File: src/rtl/dmem_lsu_pkg.sv
// Shared types and constants for the data-memory load/store unit.
package lsu_pkg;

  localparam int unsigned XLEN = 64;
  localparam logic [XLEN-1:0] DEF_BASE_ADDR = 64'h0000_0000_8000_0000;
  localparam logic [XLEN-1:0] DEF_MEM_BYTES = 64'h0000_0000_0800_0000;

  typedef enum logic [1:0] {
    SZ_B = 2'd0,
    SZ_H = 2'd1,
    SZ_W = 2'd2,
    SZ_D = 2'd3
  } size_e;

  typedef enum logic [1:0] {
    IDLE   = 2'd0,
    ACCESS = 2'd1,
    RESP   = 2'd2
  } state_e;

  typedef enum logic [1:0] {
    ERR_OK       = 2'b00,
    ERR_MISALIGN = 2'b01,
    ERR_FAULT    = 2'b10
  } err_e;

  // Request fields still needed once the RAM access is under way.
  typedef struct packed {
    logic [2:0] off;
    size_e      size;
    logic       sgn;
    logic       wen;
  } lsu_req_t;

  function automatic logic [XLEN-1:0] size_mask(input size_e sz);
    case (sz)
      SZ_B:    size_mask = 64'h0000_0000_0000_00FF;
      SZ_H:    size_mask = 64'h0000_0000_0000_FFFF;
      SZ_W:    size_mask = 64'h0000_0000_FFFF_FFFF;
      default: size_mask = 64'hFFFF_FFFF_FFFF_FFFF;
    endcase
  endfunction

  function automatic logic misaligned(input logic [2:0] off, input size_e sz);
    case (sz)
      SZ_B:    misaligned = 1'b0;
      SZ_H:    misaligned = off[0];
      SZ_W:    misaligned = |off[1:0];
      default: misaligned = |off;
    endcase
  endfunction

endpackage

File: src/rtl/dmem_lsu_if.sv
// Request/response channel between the execute stage and the load/store unit.
interface dmem_lsu_if;
  import lsu_pkg::*;

  logic        req_valid;
  logic        req_ready;
  logic [63:0] req_addr;
  logic [63:0] req_wdata;
  size_e       req_size;
  logic        req_signed;
  logic        req_wen;
  logic        resp_valid;
  logic        resp_ready;
  logic [63:0] resp_rdata;
  err_e        resp_err;

  modport master (
    output req_valid, req_addr, req_wdata, req_size, req_signed, req_wen, resp_ready,
    input  req_ready, resp_valid, resp_rdata, resp_err
  );

  modport slave (
    input  req_valid, req_addr, req_wdata, req_size, req_signed, req_wen, resp_ready,
    output req_ready, resp_valid, resp_rdata, resp_err
  );
endinterface

File: src/rtl/dmem_lsu_align.sv
// Byte-lane positioning for stores and shift/extend for loads (combinational).
module lsu_align
  import lsu_pkg::*;
(
  input  logic [2:0]  off_i,
  input  size_e       size_i,
  input  logic        signed_i,
  input  logic [63:0] wdata_i,
  input  logic [63:0] rdata_i,
  output logic [63:0] wmask_c_o,
  output logic [63:0] wdata_c_o,
  output logic [63:0] rdata_c_o
);

  logic [5:0]  shamt;
  logic [63:0] rsh;

  assign shamt     = {off_i, 3'b000};
  assign wmask_c_o = size_mask(size_i) << shamt;
  assign wdata_c_o = wdata_i << shamt;
  assign rsh       = rdata_i >> shamt;

  // Double loads ignore the signed flag: there is nothing left to extend.
  always_comb begin
    rdata_c_o = rsh;
    case (size_i)
      SZ_B:    rdata_c_o = {{56{signed_i & rsh[7]}},  rsh[7:0]};
      SZ_H:    rdata_c_o = {{48{signed_i & rsh[15]}}, rsh[15:0]};
      SZ_W:    rdata_c_o = {{32{signed_i & rsh[31]}}, rsh[31:0]};
      default: rdata_c_o = rsh;
    endcase
  end

endmodule

File: src/rtl/dmem_lsu.sv
// Load/store unit: checks a request, drives the RAM data port for one cycle,
// and returns the extended load data or an error on the response channel.
module dmem_lsu
  import lsu_pkg::*;
#(
  parameter logic [63:0] BASE_ADDR = DEF_BASE_ADDR,
  parameter logic [63:0] MEM_BYTES = DEF_MEM_BYTES
) (
  input  logic        clk,
  input  logic        rst_n,
  dmem_lsu_if.slave   req_if,
  output logic        dmem_en,
  output logic [63:0] dmem_addr,
  input  logic [63:0] dmem_rdata,
  output logic [63:0] dmem_wdata,
  output logic [63:0] dmem_wmask,
  output logic        dmem_wen
);

  localparam logic [64:0] LIMIT = {1'b0, BASE_ADDR} + {1'b0, MEM_BYTES};

  state_e      state_q, state_d;
  lsu_req_t    req_q, req_d;
  logic        req_ready_q, req_ready_d;
  logic        resp_valid_q, resp_valid_d;
  logic [63:0] resp_rdata_q, resp_rdata_d;
  err_e        resp_err_q, resp_err_d;
  logic        dmem_en_q, dmem_en_d;
  logic        dmem_wen_q, dmem_wen_d;
  logic [63:0] dmem_addr_q, dmem_addr_d;
  logic [63:0] dmem_wdata_q, dmem_wdata_d;
  logic [63:0] dmem_wmask_q, dmem_wmask_d;

  // One aligner serves both phases: incoming request in IDLE, latched request after.
  logic        in_idle;
  logic [2:0]  al_off;
  size_e       al_size;
  logic        al_sgn;
  logic [63:0] al_wmask, al_wdata, al_rdata;

  assign in_idle = (state_q == IDLE);
  assign al_off  = in_idle ? req_if.req_addr[2:0] : req_q.off;
  assign al_size = in_idle ? req_if.req_size      : req_q.size;
  assign al_sgn  = in_idle ? req_if.req_signed    : req_q.sgn;

  lsu_align u_align (
    .off_i     (al_off),
    .size_i    (al_size),
    .signed_i  (al_sgn),
    .wdata_i   (req_if.req_wdata),
    .rdata_i   (dmem_rdata),
    .wmask_c_o (al_wmask),
    .wdata_c_o (al_wdata),
    .rdata_c_o (al_rdata)
  );

  // 65-bit range check so addr+bytes cannot wrap past 2^64.
  logic [64:0] end_c;
  logic        misalign_c, fault_c;

  assign end_c      = {1'b0, req_if.req_addr} + (65'(1) << req_if.req_size);
  assign misalign_c = misaligned(req_if.req_addr[2:0], req_if.req_size);
  assign fault_c    = (req_if.req_addr < BASE_ADDR) || (end_c > LIMIT);

  always_comb begin
    state_d      = state_q;
    req_d        = req_q;
    resp_valid_d = resp_valid_q;
    resp_rdata_d = resp_rdata_q;
    resp_err_d   = resp_err_q;
    dmem_en_d    = 1'b0;
    dmem_wen_d   = 1'b0;
    dmem_addr_d  = '0;
    dmem_wdata_d = '0;
    dmem_wmask_d = '0;

    case (state_q)
      IDLE: begin
        if (req_if.req_valid) begin
          req_d = '{off: req_if.req_addr[2:0], size: req_if.req_size,
                    sgn: req_if.req_signed, wen: req_if.req_wen};
          if (misalign_c || fault_c) begin
            resp_err_d   = misalign_c ? ERR_MISALIGN : ERR_FAULT;
            resp_rdata_d = '0;
            resp_valid_d = 1'b1;
            state_d      = RESP;
          end else begin
            dmem_en_d   = 1'b1;
            dmem_wen_d  = req_if.req_wen;
            dmem_addr_d = req_if.req_addr;
            if (req_if.req_wen) begin
              dmem_wdata_d = al_wdata;
              dmem_wmask_d = al_wmask;
            end
            state_d = ACCESS;
          end
        end
      end
      ACCESS: begin
        resp_rdata_d = req_q.wen ? '0 : al_rdata;
        resp_err_d   = ERR_OK;
        resp_valid_d = 1'b1;
        state_d      = RESP;
      end
      RESP: begin
        if (req_if.resp_ready) begin
          resp_valid_d = 1'b0;
          state_d      = IDLE;
        end
      end
      default: state_d = IDLE;
    endcase

    req_ready_d = (state_d == IDLE);
  end

  always_ff @(posedge clk or negedge rst_n) begin
    if (!rst_n) begin
      state_q      <= IDLE;
      req_q        <= '{off: 3'd0, size: SZ_B, sgn: 1'b0, wen: 1'b0};
      req_ready_q  <= 1'b1;
      resp_valid_q <= 1'b0;
      resp_rdata_q <= '0;
      resp_err_q   <= ERR_OK;
      dmem_en_q    <= 1'b0;
      dmem_wen_q   <= 1'b0;
      dmem_addr_q  <= '0;
      dmem_wdata_q <= '0;
      dmem_wmask_q <= '0;
    end else begin
      state_q      <= state_d;
      req_q        <= req_d;
      req_ready_q  <= req_ready_d;
      resp_valid_q <= resp_valid_d;
      resp_rdata_q <= resp_rdata_d;
      resp_err_q   <= resp_err_d;
      dmem_en_q    <= dmem_en_d;
      dmem_wen_q   <= dmem_wen_d;
      dmem_addr_q  <= dmem_addr_d;
      dmem_wdata_q <= dmem_wdata_d;
      dmem_wmask_q <= dmem_wmask_d;
    end
  end

  assign req_if.req_ready  = req_ready_q;
  assign req_if.resp_valid = resp_valid_q;
  assign req_if.resp_rdata = resp_rdata_q;
  assign req_if.resp_err   = resp_err_q;
  assign dmem_en           = dmem_en_q;
  assign dmem_wen          = dmem_wen_q;
  assign dmem_addr         = dmem_addr_q;
  assign dmem_wdata        = dmem_wdata_q;
  assign dmem_wmask        = dmem_wmask_q;

endmodule

File: src/flat_wrapper.sv
// flat-port wrapper written by rule: the top's interface ports become plain ports
module dmem_lsu_flat import lsu_pkg::*;
#(
  parameter logic [63:0] BASE_ADDR = DEF_BASE_ADDR,
  parameter logic [63:0] MEM_BYTES = DEF_MEM_BYTES
)
  (clk, rst_n, dmem_en, dmem_addr, dmem_rdata, dmem_wdata, dmem_wmask, dmem_wen, req_if_req_valid, req_if_req_addr, req_if_req_wdata, req_if_req_size, req_if_req_signed, req_if_req_wen, req_if_resp_ready, req_if_req_ready, req_if_resp_valid, req_if_resp_rdata, req_if_resp_err);
  dmem_lsu_if req_if_i ();
  input  logic clk;
  input  logic rst_n;
  output logic dmem_en;
  output logic [63:0] dmem_addr;
  input  logic [63:0] dmem_rdata;
  output logic [63:0] dmem_wdata;
  output logic [63:0] dmem_wmask;
  output logic dmem_wen;
  input wire logic [$bits(req_if_i.req_valid)-1:0] req_if_req_valid;
  input wire logic [$bits(req_if_i.req_addr)-1:0] req_if_req_addr;
  input wire logic [$bits(req_if_i.req_wdata)-1:0] req_if_req_wdata;
  input wire logic [$bits(req_if_i.req_size)-1:0] req_if_req_size;
  input wire logic [$bits(req_if_i.req_signed)-1:0] req_if_req_signed;
  input wire logic [$bits(req_if_i.req_wen)-1:0] req_if_req_wen;
  input wire logic [$bits(req_if_i.resp_ready)-1:0] req_if_resp_ready;
  output wire logic [$bits(req_if_i.req_ready)-1:0] req_if_req_ready;
  output wire logic [$bits(req_if_i.resp_valid)-1:0] req_if_resp_valid;
  output wire logic [$bits(req_if_i.resp_rdata)-1:0] req_if_resp_rdata;
  output wire logic [$bits(req_if_i.resp_err)-1:0] req_if_resp_err;
  assign req_if_i.req_valid = req_if_req_valid;
  assign req_if_i.req_addr = req_if_req_addr;
  assign req_if_i.req_wdata = req_if_req_wdata;
  assign req_if_i.req_size = req_if_req_size;
  assign req_if_i.req_signed = req_if_req_signed;
  assign req_if_i.req_wen = req_if_req_wen;
  assign req_if_i.resp_ready = req_if_resp_ready;
  assign req_if_req_ready = req_if_i.req_ready;
  assign req_if_resp_valid = req_if_i.resp_valid;
  assign req_if_resp_rdata = req_if_i.resp_rdata;
  assign req_if_resp_err = req_if_i.resp_err;
  dmem_lsu #(.BASE_ADDR(BASE_ADDR), .MEM_BYTES(MEM_BYTES)) u_core (.clk(clk), .rst_n(rst_n), .req_if(req_if_i), .dmem_en(dmem_en), .dmem_addr(dmem_addr), .dmem_rdata(dmem_rdata), .dmem_wdata(dmem_wdata), .dmem_wmask(dmem_wmask), .dmem_wen(dmem_wen));
endmodule
File: config.mk
export PLATFORM = sky130hd
export DESIGN_NAME = dmem_lsu_flat
export DESIGN_NICKNAME = d
export VERILOG_FILES = /design/src/rtl/dmem_lsu_pkg.sv /design/src/rtl/dmem_lsu_if.sv /design/src/rtl/dmem_lsu_align.sv /design/src/rtl/dmem_lsu.sv /design/src/flat_wrapper.sv
export SDC_FILE = /design/constraint.sdc
export NUM_CORES = 1
export LEC_CHECK = 0
export CELL_PAD_IN_SITES_DETAIL_PLACEMENT = 1
export CELL_PAD_IN_SITES_GLOBAL_PLACEMENT = 1
export CORE_ASPECT_RATIO = 0.7
export CORE_MARGIN = 2
export CORE_UTILIZATION = 37
export CTS_CLUSTER_DIAMETER = 50
export CTS_CLUSTER_SIZE = 20
export DETAILED_ROUTE_END_ITERATION = 12
export GPL_ROUTABILITY_DRIVEN = 1
export GPL_TIMING_DRIVEN = 1
export PLACE_DENSITY_LB_ADDON = 0.1
export SLEW_MARGIN = 10
export SYNTH_ARGS = -nofsm -noshare
export SYNTH_HDL_FRONTEND = slang
export SYNTH_HIERARCHICAL = 1
export SYNTH_SLANG_ARGS = --single-unit
File: constraint.sdc
create_clock -name clk -period 3.21 [get_ports clk]
set_clock_uncertainty 0.15 [all_clocks]
set_input_delay 0.642 -clock clk [delete_from_list [all_inputs] [get_ports clk]]
set_output_delay 0.642 -clock clk [all_outputs]
set_load 0.05 [all_outputs]
==> flow_summary.toml, run 1 <==
[run_status]
outcome = "finished with violations"
violations = "setup timing"

[logic_synthesis]
yosys.area.top_type = "sky130_fd_sc_hd__dfrtp_1"
netlist_top_cells_area = "sky130_fd_sc_hd__dfrtp_1, sky130_fd_sc_hd__and2_1, sky130_fd_sc_hd__mux4_2, sky130_fd_sc_hd__mux2i_1, sky130_fd_sc_hd__nand2_1"
mappedNetlistArea_um2 = 15400
synth_cell_types = 81
synthArstFlopShare_pct = 100
syn_avg_cell_area_um2 = 10.2
post_synth_edffs = 0
synth-seq-cells = 271
ys_seq_area_share_pct = 43.9
synth-main-ff-cell = "sky130_fd_sc_hd__dfrtp_1"
post_synth_top_area_share_pct = 43.7
syn_inst = 1521
yosysWarningCount = 6

[clocking]
tritoncts = "done"
clk_pin_slew_ps = 70
cts.sink_count = 271
worstSkewPairLatency_ps = 570
number_of_cts_inserted_buffers = 27
clockBufferDepth = 3
ctsHtreeMaxLevel = 1
cell_at_the_root_of_the_clock_tree = "sky130_fd_sc_hd__clkbuf_16"

[sta]
slew-limit-headroom_pct = 28.6
final_period_minus_worst_setup_slack_ps = 3690
worst_slack_ps = -476
worst_slew_pin_slew_ps = 1070
unrepaired_setup_endpoints_after_global_routing = "true"
finalMaxSlewViolations = 0
setup_viol = 231
holdWs_ps = 315
fin_crit_sh_pct = 115
max_freq_mhz = 271
hold_viol_final = 0

[setup_path]
cp-end-kind = "flip-flop"
path_buf_inv = 6
arrival_ps = 4050
critical_path_class = "in -> reg"
cp_common_cell = "sky130_fd_sc_hd__buf_4"
worstPathRequired_ps = 3570
crit_path_start_kind = "primary input"
critPathSlowestCell = "sky130_fd_sc_hd__o31ai_4"
max_stage_delay_ps = 390
worst-path-max-fanout = 10
worst_path_dominant_cell_family = "compound AO/OA/AOI/OAI gates"
critical_path_cell_sequence = "dlygate4sd2_1 > ha_4 > a21oi_2 > o22ai_4 > buf_4 > buf_4 > and4_1 > nor3_2 > a2bb2oi_1 > o211ai_1 > o31ai_4 > buf_4 > a41oi_4 > o21bai_4 > buf_12 > clkbuf_16 > a22o_1"

[floorplan]
placementRows = 62
i_o_pin_total = 462
floorplan.core_area_um2 = 41100
die_outline_area_um2 = 43400
die_w_um = 248
die_height_um = 175
floorplan.initialDensity_pct = 37.6

[global_routing]
antenna_found_initial = 8
grt_pass1_wl_um = 99200
gr-total-overflow = 0
grt_pass1_vias = 15900
largest_net_degree_at_the_start_of_global_routing = 77
grtUsageTotal_pct = 30.2

[final_layout]
mostFrequentLayoutCell = "sky130_fd_sc_hd__clkdlybuf4s50_1"
layout-area-overhead-vs-synth_pct = 60.6
layout.filler_cells = 4404
final_nets = 2430
layoutNonFillerInstCount = 2791
most_frequent_cells_in_the_layout = "sky130_fd_sc_hd__clkdlybuf4s50_1, sky130_fd_sc_hd__dfrtp_1, sky130_fd_sc_hd__buf_4, sky130_fd_sc_hd__nand2_1, sky130_fd_sc_hd__and2_1"
layout_cell_share_with_drive_strength_beyond_1_pct = 27.7
final_cell_area_um2 = 24800

[route]
post-route-drc-count = 0
wl_um = 69300
drt_pre_antenna_iters = 5
wl_per_cell_um = 24.8
vias_per_cell = 5.44
route.antenna.remaining_nets = 0
vias = 15200
starting_drt_drc_count = 1085

[placement]
place_hpwl_um = 50200
placedCellCount = 2676
place_area_um2 = 22300
buffer_ports.inserted = 461
routability_congestion_estimate_from_global_placement = 0.924

[power]
power.leakage_nw = 11.0
power_density_nw_per_um2 = 582
vdd_drop_max_uv = 426

[worst_hold_path]
worst_hold_path_type = "in -> reg"

[run]
max_cap_violations = 0
tightest hold or removal path, stage by stage:
cell,delay [ps]
sky130_fd_sc_hd__buf_6,120
sky130_fd_sc_hd__buf_4,130
sky130_fd_sc_hd__nand2_1,50
sky130_fd_sc_hd__nand2_1,50
cells by family (layout without fill, tap and decap cells):
| kind of cell | after synthesis | count (layout) | share of synthesized area [%] |
|---|---|---|---|
| xor+xnor | 23 | 23 | 1.30 |
| fa+ha+maj | 5 | 5 | 0.454 |
| buf+inv | 175 | 865 | 7.67 |
| mux | 138 | 138 | 12.0 |
| simple gates | 646 | 646 | 22.4 |
| flops | 271 | 271 | 43.9 |
| other cells | 1 | 37 | 0.0243 |
| compound gates | 262 | 262 | 12.2 |
final cells by class:
cell class              count  area (um^2)  share of cell area (%)
diodes                      5         12.5                  0.0504
clock buffers              28          689                    2.78
clock inverters            18          220                   0.887
inverters                  14         52.6                   0.212
multi-input cells        1106         8260                    33.3
flip-flops and latches    271         6780                    27.3
well taps                 544          681                    2.74
repair buffers            805         8120                    32.7
layer usage:
| layer | global-route usage (%) | routed length (um) | vias to the layer above |
|---|---|---|---|
| met4 | 10.2 | 2250 | 4 |
| met5 | 0 | 25 | - |
| li1 | - | - | 6789 |
| met1 | 40.7 | 29200 | 7722 |
| met2 | 49.3 | 33300 | 573 |
| met3 | 5.02 | 4500 | 106 |
synthesized netlist by cell type, types with 5 or more instances:
cell	instances
sky130_fd_sc_hd__nor3_1	22
sky130_fd_sc_hd__a31o_2	11
sky130_fd_sc_hd__nand3_1	51
sky130_fd_sc_hd__a21oi_1	44
sky130_fd_sc_hd__xnor2_1	16
sky130_fd_sc_hd__o211ai_1	13
sky130_fd_sc_hd__a22o_1	65
sky130_fd_sc_hd__nor4_2	5
sky130_fd_sc_hd__and3_1	7
sky130_fd_sc_hd__and2_1	169
sky130_fd_sc_hd__buf_4	76
sky130_fd_sc_hd__o2bb2ai_1	9
sky130_fd_sc_hd__inv_1	13
sky130_fd_sc_hd__clkbuf_1	24
sky130_fd_sc_hd__o31ai_1	6
sky130_fd_sc_hd__nand2b_1	6
sky130_fd_sc_hd__nand2_1	165
sky130_fd_sc_hd__a22oi_1	15
sky130_fd_sc_hd__nor2_1	93
sky130_fd_sc_hd__buf_8	5
sky130_fd_sc_hd__nor2b_1	10
sky130_fd_sc_hd__nand4_1	59
sky130_fd_sc_hd__xor2_1	7
sky130_fd_sc_hd__and4_1	10
sky130_fd_sc_hd__o22ai_1	10
sky130_fd_sc_hd__buf_2	35
sky130_fd_sc_hd__buf_6	18
sky130_fd_sc_hd__mux4_2	35
sky130_fd_sc_hd__dfrtp_1	270
sky130_fd_sc_hd__o21ai_0	48
sky130_fd_sc_hd__nor4_1	18
sky130_fd_sc_hd__a21o_1	5
sky130_fd_sc_hd__mux2_2	31
sky130_fd_sc_hd__mux2i_1	71
registers in the layout, summed over array words and instances, names as in the netlist:
register and flops:
u_core/dmem_wdata 64, u_core/state_q 2, u_core/dmem_wen 1, u_core/dmem_en 1, u_core/req_if.req_ready 1, u_core/req_if.resp_err 2
u_core/req_if.resp_valid 1, u_core/req_q 7, u_core/dmem_addr 64, u_core/req_if.resp_rdata 64, u_core/dmem_wmask 64
worst paths after layout:
check,from,end,slack (ps),depth (start not counted)
setup / recovery,req_if_req_addr[3],u_core/req_if.resp_rdata[62],-480,17
hold / removal,req_if_req_size[0],u_core/req_q[2],320,4
setup reg to reg,u_core/state_q[1],u_core/dmem_wmask[60],20,9
hold reg to reg,u_core/req_q[6],u_core/req_q[6],330,2
max in group asynchronous,rst_n,u_core/req_if.resp_rdata[31],1620,3
min in group asynchronous,rst_n,u_core/dmem_addr[37],430,2
power by group:
part / switching [mW] / internal [mW]
Clock: 1.61 / 1.67
Sequential: 0.0726 / 3.51
Combinational: 4.30 / 3.28
repair_timing:
item,in CTS,in global routing
buffers inserted,33,8
endpoints found under the setup margin,231,231
pin swaps,33,17
cloned,9,18
hold buffers,1,0
hold endpoints to repair,55,0
resized for setup,116,102
stage by stage:
stage | util, % | setup TNS, ps | setup slack [ps] | power [mW]
floorplan | - | -95170 | -490 | 8.68
global placement | 54.1 | -341520 | -1550 | 10.6
detailed placement | 54.1 | -360020 | -1650 | 10.7
CTS | 58.5 | -66870 | -356 | 14.2
global route | 60.4 | -116000 | -589 | 15.1
finish | 60.4 | -89940 | -476 | 14.4
(Power assumes the default switching activity.)
==> inputs of run 2 (changes only) <==
- PLACE_DENSITY_LB_ADDON: 0.1 -> 0.25
- REMOVE_ABC_BUFFERS: unset -> 1
==> flow_summary.toml, run 2 (synthesized netlist as in run 1, its figures left out) <==
[final_layout]
final_nets = 2407
utilization_pct = 60.2
most_frequent_cells_in_the_layout = "sky130_fd_sc_hd__clkdlybuf4s50_1, sky130_fd_sc_hd__dfrtp_1, sky130_fd_sc_hd__buf_4, sky130_fd_sc_hd__nand2_1, sky130_fd_sc_hd__and2_1"
mostFrequentLayoutCell = "sky130_fd_sc_hd__clkdlybuf4s50_1"
layout_cell_share_with_drive_strength_beyond_1_pct = 26.9
layout-area-overhead-vs-synth_pct = 60.2

[floorplan]
floorplan.core_area_um2 = 41100
i_o_pin_total = 462
die_height_um = 175
placementRows = 62
die_w_um = 248
floorplan.initialDensity_pct = 37.6
die_outline_area_um2 = 43400

[placement]
buffer_ports.inserted = 461
routability_congestion_estimate_from_global_placement = 0.960
place_hpwl_um = 47100

[setup_path]
critical_path_cell_sequence = "clkdlybuf4s50_1 > nand4_2 > or4_4 > a2111oi_4 > xor2_1 > a31oi_1 > nand4_1 > o31ai_4 > nand4_4 > nor2_4 > buf_12 > buf_12 > buf_12 > buf_16 > and2_4"
critPathSlowestCell = "sky130_fd_sc_hd__or4_4"
worstPathRequired_ps = 3610
arrival_ps = 4360
critical_path_class = "in -> reg"
worst-path-max-fanout = 7
cp_common_cell = "sky130_fd_sc_hd__buf_12"
max_stage_delay_ps = 600
crit_path_start_kind = "primary input"
cp-end-kind = "flip-flop"

[route]
drt_pre_antenna_iters = 5
vias_per_cell = 5.54
wl_um = 70000
route.antenna.remaining_nets = 0
vias = 15400
wl_per_cell_um = 25.2
topRoutingLayerUsed = "met4"
wirelength_met1_um = 28500
met2_layer_wire_length_in_the_routed_design_um = 34900
starting_drt_drc_count = 1020
routed-wl-met3_um = 3680
post-route-drc-count = 0

[global_routing]
gr-total-overflow = 0
grtUsageTotal_pct = 31.1
grt_pass1_wl_um = 103000
antenna_found_initial = 11
largest_net_degree_at_the_start_of_global_routing = 76
grt_pass1_vias = 16900

[sta]
max_freq_mhz = 253
slew-limit-headroom_pct = 22.8
fin_crit_sh_pct = 123
finalMaxSlewViolations = 0
setup_viol = 231
final_period_minus_worst_setup_slack_ps = 3960
hold_viol_final = 0
worst_slew_pin_slew_ps = 1150
fin_tns_setup_ps = -148140
worst_slack_ps = -750
unrepaired_setup_endpoints_after_global_routing = "true"

[clocking]
number_of_cts_inserted_buffers = 31
cts.sink_count = 271
worstSkewPairLatency_ps = 590
cell_at_the_root_of_the_clock_tree = "sky130_fd_sc_hd__clkbuf_16"
clk_pin_slew_ps = 80
ctsHtreeMaxLevel = 1
clockBufferDepth = 3
tritoncts = "done"

[run_status]
violations = "setup timing"
outcome = "finished with violations"

[power]
power_density_nw_per_um2 = 595
power.leakage_nw = 11.0
vdd_drop_max_uv = 457
total_power_mw = 14.7

[worst_hold_path]
worst_hold_path_type = "in -> reg"

[run]
max_cap_violations = 0
==> run 2: cell types whose count changed in the layout (fill, tap and decap cells not counted), sizes merged <==
| cell | change |
|---|---|
| dlygate4sd2 | -16 |
| clkdlybuf4s50 | +11 |
| clkbuf | -8 |
| diode | +6 |
| buf | -15 |
| inv | +4 |
| clkinv | +4 |
| clkinvlp | -1 |
| dlymetal6s2s | +6 |
==> run 2: final timing paths <==
kind,startpoint,end,slack [ps],cells past startpoint
worst min-delay path,req_if_req_size[1],u_core/req_q[3],280,4
min in group asynchronous,rst_n,u_core/dmem_addr[48],420,2
max in group asynchronous,rst_n,u_core/req_if.req_ready,1590,3
worst min register to register,u_core/req_q[6],u_core/req_q[6],330,2
worst max register to register,u_core/state_q[1],u_core/req_if.resp_rdata[21],30,8
worst max-delay path,req_if_req_addr[5],u_core/dmem_wmask[32],-750,15
==> run 2: timing repair <==
action / CTS / global route
endpoints found under the setup margin: 231 / 231
hold buffers: 1 / 0
pin swaps: 48 / 56
buffers inserted: 38 / 21
gates resized for setup: 149 / 93
cloned: 20 / 2
endpoints found under the hold margin: 70 / 0
==> run 2: stage by stage <==
step | worst slack (ps) | area (um^2) | instances | hold slack, ps
after floorplan | -2770 | 14400 | 1391 | 196
after global routing | -821 | 24800 | 2781 | 280
final | -750 | 24800 | 2782 | 277
after CTS | -514 | 24400 | 2762 | 230
after detailed placement | -1700 | 21900 | 2647 | 317
after global placement | -1550 | 21900 | 2647 | 305
==> run 2: report_power, final <==
group	internal [mW]	switching (mW)
clock	1.98	1.88
combinational	3.06	4.21
sequential	3.51	0.0861
total	8.55	6.18
==> run 2: routing by layer <==
| layer | vias to the layer above | global-route usage, % |
|---|---|---|
| li1 | 6785 | - |
| met1 | 7873 | 39.5 |
| met2 | 585 | 53.5 |
| met3 | 162 | 3.78 |
| met4 | 0 | 12.9 |
| met5 | - | 0 |
==> run 2: area by class of cell <==
cell class,instances,area (um^2)
Antenna cell,11,27.5
Clock buffer,33,803
Clock inverter,25,324
Fill cell,4380,16400
Inverter,14,55.1
Multi-Input combinational cell,1106,8220
Sequential cell,271,6780
Tap cell,544,681
Timing Repair Buffer,778,7860
==> run 2: critical path, delay by kind of cell <==
kind                   cells  cell delay [ps]
buffers and inverters      5             1030
AND/OR/NAND/NOR            6             1460
AO/OA/AOI/OAI              3             1050
XOR/XNOR                   1              160
